==> src/rtl/bram_fifo_ctrl_if.sv <==
// Bus interface for bram_fifo_ctrl: FIFO user handshake plus the RAM port.
// The optional error flags (ovf/unf) exist only when
// BRAM_FIFO_CTRL_ERR_FLAGS_EN is defined.
interface bram_fifo_ctrl_if;
    logic        push;
    logic [31:0] push_data;
    logic        pop;
    logic [31:0] pop_data;
    logic        pop_valid;
    logic        full;
    logic        empty;
    logic        almost_full;
    logic [9:0]  count;
    logic        ram_wen;
    logic [8:0]  ram_waddr;
    logic [31:0] ram_wdata;
    logic [31:0] ram_wenb;
    logic        ram_ren;
    logic [8:0]  ram_raddr;
    logic [31:0] ram_rdata;
`ifdef BRAM_FIFO_CTRL_ERR_FLAGS_EN
    logic        ovf;
    logic        unf;
`endif

    // Controller side
    modport slave (
        input  push, push_data, pop, ram_rdata,
        output pop_data, pop_valid, full, empty, almost_full, count,
               ram_wen, ram_waddr, ram_wdata, ram_wenb, ram_ren, ram_raddr
`ifdef BRAM_FIFO_CTRL_ERR_FLAGS_EN
        , output ovf, unf
`endif
    );

    // User / RAM side
    modport master (
        output push, push_data, pop, ram_rdata,
        input  pop_data, pop_valid, full, empty, almost_full, count,
               ram_wen, ram_waddr, ram_wdata, ram_wenb, ram_ren, ram_raddr
`ifdef BRAM_FIFO_CTRL_ERR_FLAGS_EN
        , input ovf, unf
`endif
    );
endinterface

==> src/rtl/bram_fifo_ctrl.sv <==
// Single-clock FIFO controller driving an external 512x32 dual-port RAM
// with registered read data (1-cycle read latency).
// Optional sticky overflow/underflow flags: define BRAM_FIFO_CTRL_ERR_FLAGS_EN.
module bram_fifo_ctrl #(
    parameter int AF_LEVEL = 480
) (
    input  logic             C,
    input  logic             R,
    bram_fifo_ctrl_if.slave  bus
);

    // 10-bit pointers: [8:0] is the RAM address, [9] is the wrap bit
    logic [9:0]  r_wr_ptr;
    logic [9:0]  r_rd_ptr;
    logic [9:0]  r_count;
    logic        r_full;
    logic        r_empty;
    logic        r_almost_full;
    logic        r_pop_valid;

    logic        w_push_acc;
    logic        w_pop_acc;
    logic [9:0]  w_wr_nxt;
    logic [9:0]  w_rd_nxt;
    logic [9:0]  w_count_nxt;

    // Acceptance is gated by R so the RAM strobes stay inactive during reset
    assign w_push_acc  = R & bus.push & ~r_full;
    assign w_pop_acc   = R & bus.pop  & ~r_empty;
    assign w_wr_nxt    = r_wr_ptr + {9'd0, w_push_acc};
    assign w_rd_nxt    = r_rd_ptr + {9'd0, w_pop_acc};
    assign w_count_nxt = w_wr_nxt - w_rd_nxt;

    // Pointer, occupancy and status flag registers, computed from next-state values
    always_ff @(posedge C or negedge R) begin
        if (!R) begin
            r_wr_ptr      <= 10'd0;
            r_rd_ptr      <= 10'd0;
            r_count       <= 10'd0;
            r_full        <= 1'b0;
            r_empty       <= 1'b1;
            r_almost_full <= 1'b0;
            r_pop_valid   <= 1'b0;
        end else begin
            r_wr_ptr      <= w_wr_nxt;
            r_rd_ptr      <= w_rd_nxt;
            r_count       <= w_count_nxt;
            r_full        <= (w_count_nxt == 10'd512);
            r_empty       <= (w_count_nxt == 10'd0);
            r_almost_full <= (w_count_nxt >= 10'(AF_LEVEL));
            r_pop_valid   <= w_pop_acc;
        end
    end

    // RAM strobes/addresses must act in the same cycle as the request
    always_comb begin
        bus.ram_wen   = 1'b1;
        bus.ram_waddr = r_wr_ptr[8:0];
        bus.ram_wdata = bus.push_data;
        bus.ram_ren   = 1'b1;
        bus.ram_raddr = r_rd_ptr[8:0];
        if (w_push_acc) begin
            bus.ram_wen = 1'b0;
        end else begin
            bus.ram_wen = 1'b1;
        end
        if (w_pop_acc) begin
            bus.ram_ren = 1'b0;
        end else begin
            bus.ram_ren = 1'b1;
        end
    end

    assign bus.ram_wenb    = 32'hFFFF_FFFF;
    assign bus.pop_data    = bus.ram_rdata;
    assign bus.pop_valid   = r_pop_valid;
    assign bus.full        = r_full;
    assign bus.empty       = r_empty;
    assign bus.almost_full = r_almost_full;
    assign bus.count       = r_count;

`ifdef BRAM_FIFO_CTRL_ERR_FLAGS_EN
    logic r_ovf;
    logic r_unf;

    // Sticky error flags: only reset clears them
    always_ff @(posedge C or negedge R) begin
        if (!R) begin
            r_ovf <= 1'b0;
            r_unf <= 1'b0;
        end else begin
            r_ovf <= r_ovf | (bus.push & r_full);
            r_unf <= r_unf | (bus.pop & r_empty);
        end
    end

    assign bus.ovf = r_ovf;
    assign bus.unf = r_unf;
`endif

endmodule

==> src/flat_wrapper.sv <==
// flat-port wrapper written by rule: the top's interface ports become plain ports
module bram_fifo_ctrl_flat 
#(
    parameter int AF_LEVEL = 480
)
  (C, R, bus_push, bus_push_data, bus_pop, bus_ram_rdata, bus_pop_data, bus_pop_valid, bus_full, bus_empty, bus_almost_full, bus_count, bus_ram_wen, bus_ram_waddr, bus_ram_wdata, bus_ram_wenb, bus_ram_ren, bus_ram_raddr);
  bram_fifo_ctrl_if bus_i ();
  input  logic C;
  input  logic R;
  input wire logic [$bits(bus_i.push)-1:0] bus_push;
  input wire logic [$bits(bus_i.push_data)-1:0] bus_push_data;
  input wire logic [$bits(bus_i.pop)-1:0] bus_pop;
  input wire logic [$bits(bus_i.ram_rdata)-1:0] bus_ram_rdata;
  output wire logic [$bits(bus_i.pop_data)-1:0] bus_pop_data;
  output wire logic [$bits(bus_i.pop_valid)-1:0] bus_pop_valid;
  output wire logic [$bits(bus_i.full)-1:0] bus_full;
  output wire logic [$bits(bus_i.empty)-1:0] bus_empty;
  output wire logic [$bits(bus_i.almost_full)-1:0] bus_almost_full;
  output wire logic [$bits(bus_i.count)-1:0] bus_count;
  output wire logic [$bits(bus_i.ram_wen)-1:0] bus_ram_wen;
  output wire logic [$bits(bus_i.ram_waddr)-1:0] bus_ram_waddr;
  output wire logic [$bits(bus_i.ram_wdata)-1:0] bus_ram_wdata;
  output wire logic [$bits(bus_i.ram_wenb)-1:0] bus_ram_wenb;
  output wire logic [$bits(bus_i.ram_ren)-1:0] bus_ram_ren;
  output wire logic [$bits(bus_i.ram_raddr)-1:0] bus_ram_raddr;
  assign bus_i.push = bus_push;
  assign bus_i.push_data = bus_push_data;
  assign bus_i.pop = bus_pop;
  assign bus_i.ram_rdata = bus_ram_rdata;
  assign bus_pop_data = bus_i.pop_data;
  assign bus_pop_valid = bus_i.pop_valid;
  assign bus_full = bus_i.full;
  assign bus_empty = bus_i.empty;
  assign bus_almost_full = bus_i.almost_full;
  assign bus_count = bus_i.count;
  assign bus_ram_wen = bus_i.ram_wen;
  assign bus_ram_waddr = bus_i.ram_waddr;
  assign bus_ram_wdata = bus_i.ram_wdata;
  assign bus_ram_wenb = bus_i.ram_wenb;
  assign bus_ram_ren = bus_i.ram_ren;
  assign bus_ram_raddr = bus_i.ram_raddr;
  bram_fifo_ctrl #(.AF_LEVEL(AF_LEVEL)) u_core (.C(C), .R(R), .bus(bus_i));
endmodule
==> config.mk <==
export PLATFORM = sky130hd
export DESIGN_NAME = bram_fifo_ctrl_flat
export DESIGN_NICKNAME = d
export VERILOG_FILES = /design/src/rtl/bram_fifo_ctrl_if.sv /design/src/rtl/bram_fifo_ctrl.sv /design/src/flat_wrapper.sv
export SDC_FILE = /design/constraint.sdc
export NUM_CORES = 1
export LEC_CHECK = 0
export BUFFER_PORTS_ARGS = -buffer_cell sky130_fd_sc_hd__buf_2
export CORE_MARGIN = 4
export CORE_UTILIZATION = 25
export DETAILED_ROUTE_END_ITERATION = 8
export GPL_ROUTABILITY_DRIVEN = 0
export PLACE_DENSITY = 0.64
export SLEW_MARGIN = 20
export SYNTH_ARGS = -nofsm -noshare
export SYNTH_HDL_FRONTEND = slang
export SYNTH_SLANG_ARGS = --single-unit
export TNS_END_PERCENT = 5
==> constraint.sdc <==
create_clock -name C -period 6.6 [get_ports C]
set_input_delay 0.33 -clock C [delete_from_list [all_inputs] [get_ports C]]
set_output_delay 0.33 -clock C [all_outputs]
set_load 0.1 [all_outputs]
==> flow_metrics.env, run 1 <==
export IMPL_status="finished, final reports clean"
export IMPL_worstPathCellList="buf_2, nand2_1, nor2_1, ha_1, xnor2_1, ha_1, or2b_2, a21oi_1, o22ai_2, a221oi_1, nor3_1, nor4_2"
export IMPL_routed_wl_um=5337
export IMPL_crit_required_ns=6.79
export IMPL_num_vias=1644
export IMPL_r2r_start="u_core.bus.empty$_DFF_PN1_"
export IMPL_crit_buf_inv=1
export IMPL_h_tree_depth=2
export IMPL_grt_usage=0.08370
export IMPL_max_freq_mhz=275.0
export IMPL_start_util=0.2560
export IMPL_cts_tree="built"
export IMPL_drc=0
export IMPL_slowest_stage="buf_2"
export IMPL_tightestPinTransition_ns=0.9727
export IMPL_ys_seq_area_frac=0.3070
export IMPL_dr_pass1_iters=4
export IMPL_rr_worst_depth=10
export IMPL_layout_commonest_cell="buf_2"
export IMPL_clk_pin_slew_ns=0.07
export IMPL_grt_pass1_wl_um=8273
export IMPL_setup_tns_final_ns=0
export IMPL_rr_endpoint="u_core.bus.full$_DFF_PN0_"
export IMPL_cts_root_buf="clkbuf_8"
export IMPL_final_fill_count=1169
export IMPL_ys_types=52
export IMPL_grt_max_degree=37
export IMPL_path_class="input pin to register"
export IMPL_fin_util=0.2282
export IMPL_ctsResizeCount=0
export IMPL_cts_setup_buffers=0
export IMPL_dieWidth_um=113.4
export IMPL_ys_warn_count=0
export IMPL_path_common_cell="ha_1"
export IMPL_synthArstFlopShare=1.000
export IMPL_io_pins=198
export IMPL_powerDensity_nw_per_um2=727.6
export IMPL_final_nets=339
export IMPL_clk_latency_ns=0.28
export IMPL_placementRows=38
export IMPL_layout_cells_non_filler=399
export IMPL_drive_above_1_share=0.2394
export IMPL_antenna_cells=0
export IMPL_fp_dieH_um=113.4
export IMPL_hold_buffers=0
export IMPL_cp_top_family="simple AND/OR/NAND/NOR gates"
export IMPL_synth_edf_count=0
export IMPL_ys_flop_type="dfrtp_1"
export IMPL_clockBufferDepth=2
export IMPL_coreArea_um2=10840
export IMPL_mostFrequentLayoutCells="buf_2 (37), dfrtp_1 (33), conb_1 (32), inv_1 (17), nand2_1 (14)"
export IMPL_leakage_uw=0.001238
export IMPL_cp_max_fo=36
export IMPL_synth_area_per_cell_um2=9.313
export IMPL_maxCapViolCount=0
export IMPL_cts_buffers=5
export IMPL_dpl_hpwl_um=4258
export IMPL_post_route_min_period_ns=3.636
export IMPL_grt_overflow_total=0
export IMPL_worst_setup_path_start_kind="input pin"
export IMPL_netlist_area_um2=2775
export IMPL_ff2ff_setup_slack_ns=3.33
export IMPL_syn_inst=298
export IMPL_slew_headroom=0.3493
export IMPL_cp_end_kind="register"
export IMPL_syn2layout_area_growth_pct=-10.87
export IMPL_report_final_hold_viol_count=0
export IMPL_critPathArrivalTime_ns=3.83
export IMPL_post_drt_via_cell_ratio=4.120
export IMPL_synth_seq_cells=34
export IMPL_antenna_found_initial=0
export IMPL_fin_crit_sh=0.5509
export IMPL_post_drt_wl_per_cell_um=13.38
export IMPL_grt_pass1_vias=1537
export IMPL_final_antenna_net_count=0
export IMPL_rsz0062_at_grt="false"
export IMPL_vdd_ir_drop_max_mv=0.4892
export IMPL_dp_cells=391
export IMPL_first_iter_violations=81
export IMPL_finalMaxSlewViolations=0
export IMPL_final_setup_viol_count=0
export IMPL_portBuffers=37
export IMPL_hold_class="input pin to asynchronous set/reset pin"
export IMPL_p_total_uw=1800
export IMPL_cpPeakStageDelay_ns=0.58
export IMPL_clkSinkCount=34
export IMPL_skew_ns=0.006349
export IMPL_die_area_um2=12850
cell type report:
type	instances	area, µm²	area share
clock buffer	7	86.33	0.03490
clock inverter	1	5.005	0.002023
inverter	18	70.07	0.02833
multi-input combinational	162	1100	0.4446
sequential	34	852.1	0.3445
tap	140	175.2	0.07081
timing repair buffer	37	185.2	0.07486
state kept, by name, indices dropped and copies added (netlist names):
| name | count |
|---|---|
| u_core.bus.full | 1 |
| u_core.r_rd_ptr | 10 |
| u_core.r_wr_ptr | 10 |
| u_core.bus.almost_full | 1 |
| u_core.bus.count | 10 |
| u_core.bus.empty | 1 |
| u_core.bus.pop_valid | 1 |
cells in the mapped netlist, types with 2 or more instances:
cell,n,area share
nand2_1,14,0.019
inv_1,17,0.023
o21a_1,2,0.0054
xnor2_1,9,0.028
and3_1,3,0.0068
and2_1,4,0.0090
a21o_1,3,0.0081
nor2b_1,2,0.0045
nor2_1,9,0.012
o21ai_0,7,0.013
xor2_1,13,0.041
ha_1,12,0.054
or4_1,2,0.0054
nand2b_1,2,0.0045
a21oi_1,8,0.014
dfrtp_1,33,0.30
nand3_1,5,0.0090
a31oi_1,2,0.0045
buf_4,114,0.31
o211ai_1,3,0.0081
nand4_1,3,0.0068
per-stage QoR:
| stage | hold WS [ns] | cell area (µm²) | setup slack, ns |
|---|---|---|---|
| global placement | 0.4331 | 2382 | 2.664 |
| detailed placement | 0.4530 | 2382 | 2.587 |
| CTS | 0.1339 | 2474 | 2.924 |
| floorplan | 0.03441 | 2892 | 3.057 |
| global route | 0.1801 | 2474 | 2.516 |
| finish | 0.1118 | 2474 | 2.964 |
worst max-delay path by stage:
stage,start,endpoint,depth (start not counted)
4_1_cts,R,u_core.bus.full$_DFF_PN0_,13
6_report,R,u_core.bus.full$_DFF_PN0_,12
5_1_grt,R,u_core.bus.full$_DFF_PN0_,12
3_3_place_gp,R,u_core.bus.empty$_DFF_PN1_,13
2_1_floorplan,u_core.bus.full$_DFF_PN0_,u_core.bus.full$_DFF_PN0_,11
3_5_place_dp,R,u_core.bus.full$_DFF_PN0_,13
kinds of logic after synthesis:
| logic type | synth area share |
|---|---|
| xor gates and xnor gates | 0.07530 |
| other | 0.001351 |
| adders and majority gates | 0.06132 |
| muxes | 0.003607 |
| DFF | 0.3070 |
| buffers and inverters | 0.3386 |
| AOI/OAI and AO/OA | 0.1001 |
| and+or+nand+nor | 0.1127 |
layer usage:
metal,share of wire,GRT usage,vias to the layer above
li1,-,-,759
met1,0.40,0.09697,753
met2,0.42,0.1157,88
met3,0.10,0.03048,44
met4,0.078,0.08333,0
met5,0,0,-
where the power goes:
part	switching, µW	total, µW	internal (µW)
registers	54.0	343	289
clock network	69.9	154	84.0
logic	1000	1300	299
total	1130	1800	672
Power figures use the tool's default switching activity.
==> run 2, diff against run 1 <==
- clock period: 6.6 -> 3.7 ns (I/O delays scaled with it)
==> run 2 against run 1 <==
Net effect: first-iteration DRC count is 72% higher; clock power is 86% higher; register-to-register slack worse by 2.9 ns; clock-buffer cell count is 1 lower; setup slack worse by 2.8 ns; utilization is 0.51 points higher; cell area is 2.2% higher; die area stayed put; combinational power is 81% higher; largest power group unchanged.
==> flow_metrics.env, run 2 (same netlist as run 1, synthesis figures left out) <==
export IMPL_powerDensity_nw_per_um2=1284
export IMPL_path_class="input pin to register"
export IMPL_mostFrequentLayoutCells="buf_2 (37), dfrtp_1 (33), conb_1 (32), inv_1 (17), nand2_1 (14)"
export IMPL_p_switching_uw=2035
export IMPL_cts_buffers=5
export IMPL_num_vias=1667
export IMPL_p_comb_frac=0.723
export IMPL_start_util=0.2560
export IMPL_post_route_min_period_ns=3.487
export IMPL_portBuffers=37
export IMPL_h_tree_depth=2
export IMPL_clkPwrFrac=0.088
export IMPL_max_freq_mhz=286.8
export IMPL_multi_input_area_um2=1126
export IMPL_seqPwrFrac=0.189
export IMPL_critPathArrivalTime_ns=3.68
export IMPL_grt_max_degree=22
export IMPL_ff2ff_setup_slack_ns=0.42
export IMPL_antenna_found_initial=0
export IMPL_post_drt_wl_per_cell_um=13.52
export IMPL_use_met2=0.1212
export IMPL_grt_overflow_total=0
export IMPL_cp_max_fo=7
export IMPL_fin_ws_ns=0.2129
export IMPL_hold_class="input pin to register"
export IMPL_min_delay_start="bus_pop"
export IMPL_antenna_cells=0
export IMPL_slew_headroom=0.6084
export IMPL_die_area_um2=12850
export IMPL_rr_endpoint="u_core.bus.full$_DFF_PN0_"
export IMPL_design_area_um2=2529
export IMPL_skew_ns=0.004778
export IMPL_coreArea_um2=10840
export IMPL_seqCellArea_um2=852.1
export IMPL_crit_required_ns=3.89
export IMPL_dr_pass1_iters=4
export IMPL_clk_latency_ns=0.29
export IMPL_grt_usage=0.08380
export IMPL_pre_cts_ws_ns=0.4353
export IMPL_hold_end="u_core.bus.pop_valid$_DFF_PN0_"
export IMPL_post_drt_via_cell_ratio=4.147
export IMPL_fin_hold_ws_ns=0.1619
export IMPL_crit_start="R"
export IMPL_report_final_hold_viol_count=0
export IMPL_first_iter_violations=139
export IMPL_met3_usage=0.02353
export IMPL_sw_frac_of_total=0.6269
export IMPL_rsz0062_at_grt="false"
export IMPL_slowest_stage="dlygate4sd3_1"
export IMPL_cts_tree="built"
export IMPL_routed_wl_um=5434
export IMPL_finalMaxSlewViolations=0
export IMPL_r2r_start="u_core.bus.full$_DFF_PN0_"
export IMPL_cp_end_kind="register"
export IMPL_fp_dieH_um=113.4
export IMPL_worstPathCellList="dlygate4sd3_1, buf_2, nand2_1, nor2_1, ha_1, and4_2, nand2_1, xnor2_1, ha_1, or3_2, a21oi_1, o211ai_2, a2111o_1, nor4_2"
export IMPL_fin_crit_sh=0.9425
export IMPL_dpl_cell_area_um2=2397
export IMPL_maxCapViolCount=0
export IMPL_clk_pin_slew_ns=0.07
export IMPL_grt_pass1_vias=1584
export IMPL_drive_above_1_share=0.2672
export IMPL_grt_busiest_layer="met2"
export IMPL_setup_tns_final_ns=0
export IMPL_final_fill_count=1189
export IMPL_p_int_uw=1211
export IMPL_dpl_hpwl_um=4398
export IMPL_clockBufferDepth=2
export IMPL_tightestPinTransition_ns=0.5869
export IMPL_clkSinkCount=34
export IMPL_status="finished, final reports clean"
export IMPL_final_antenna_net_count=0
export IMPL_cts_root_buf="clkbuf_8"
export IMPL_vdd_ir_drop_max_mv=0.6604
export IMPL_final_setup_viol_count=0
export IMPL_placementRows=38
export IMPL_grt_util_met1=0.09858
export IMPL_syn2layout_area_growth_pct=-8.882
export IMPL_grt_pass1_wl_um=8362
export IMPL_leakage_uw=0.001261
export IMPL_rr_worst_depth=11
export IMPL_io_pins=198
export IMPL_cpPeakStageDelay_ns=0.52
export IMPL_final_nets=342
export IMPL_worst_setup_path_start_kind="input pin"
export IMPL_dieWidth_um=113.4
export IMPL_drc=0
export IMPL_hold_depth=3
export IMPL_layout_commonest_cell="buf_2"
export IMPL_p_total_uw=3246
==> run 2: changes by cell type in the layout (fill, tap and decap cells not counted), sizes merged <==
cell,previous run,this run
buf,37,39
clkbuf,7,6
clkinvlp,0,1
dlygate4sd3,0,1
==> run 2: critical path: cells and delay by family <==
family,cells,cell delay (ns)
adders and majority gates,2,0.60
buffers and inverters,2,0.66
AOI/OAI and AO/OA,3,0.75
xor gates and xnor gates,1,0.14
and+or+nand+nor,6,1.34
==> run 2: worst max path at each step <==
stage / end / cells past startpoint
2_1_floorplan: u_core.bus.full$_DFF_PN0_ / 11
6_report: u_core.bus.full$_DFF_PN0_ / 14
4_1_cts: u_core.bus.full$_DFF_PN0_ / 14
3_3_place_gp: u_core.bus.full$_DFF_PN0_ / 11
5_1_grt: u_core.bus.full$_DFF_PN0_ / 14
3_5_place_dp: u_core.bus.full$_DFF_PN0_ / 11
==> run 2: final cells by class <==
cell class	count	share of cell area
Timing Repair Buffer	40	0.08313
Inverter	18	0.02771
Tap cell	140	0.06927
Clock inverter	2	0.004948
Multi-Input combinational cell	162	0.4453
Sequential cell	34	0.3370
Clock buffer	6	0.03266
==> run 2: power by group through the flow <==
stage | logic [µW] | registers [µW] | clock network, µW
finish | 2350 | 612 | 286
CTS | 2340 | 611 | 296
floorplan | 1920 | 1060 | 0
global placement | 2320 | 614 | 0
global route | 2480 | 634 | 313
detailed placement | 2320 | 615 | 0
==> run 2: metrics by stage <==
step | cells | utilization
after detailed placement | 393 | 0.2211
after floorplan | 329 | -
after global placement | 393 | 0.2211
after global routing | 402 | 0.2333
final | 402 | 0.2333
after CTS | 402 | 0.2308
==> run 2: what timing repair did <==
| action | in CTS | in global routing |
|---|---|---|
| gates resized for setup | 0 | 6 |
| hold buffers | 1 | 0 |
| setup endpoints to repair | 0 | 4 |
| buffers inserted | 0 | 0 |
| hold endpoints to repair | 33 | 0 |
==> run 2: per-layer routing <==
metal,vias up,share of wire
met3,42,0.085
met1,782,0.41
met2,73,0.44
met5,-,0
met4,0,0.074
li1,770,-
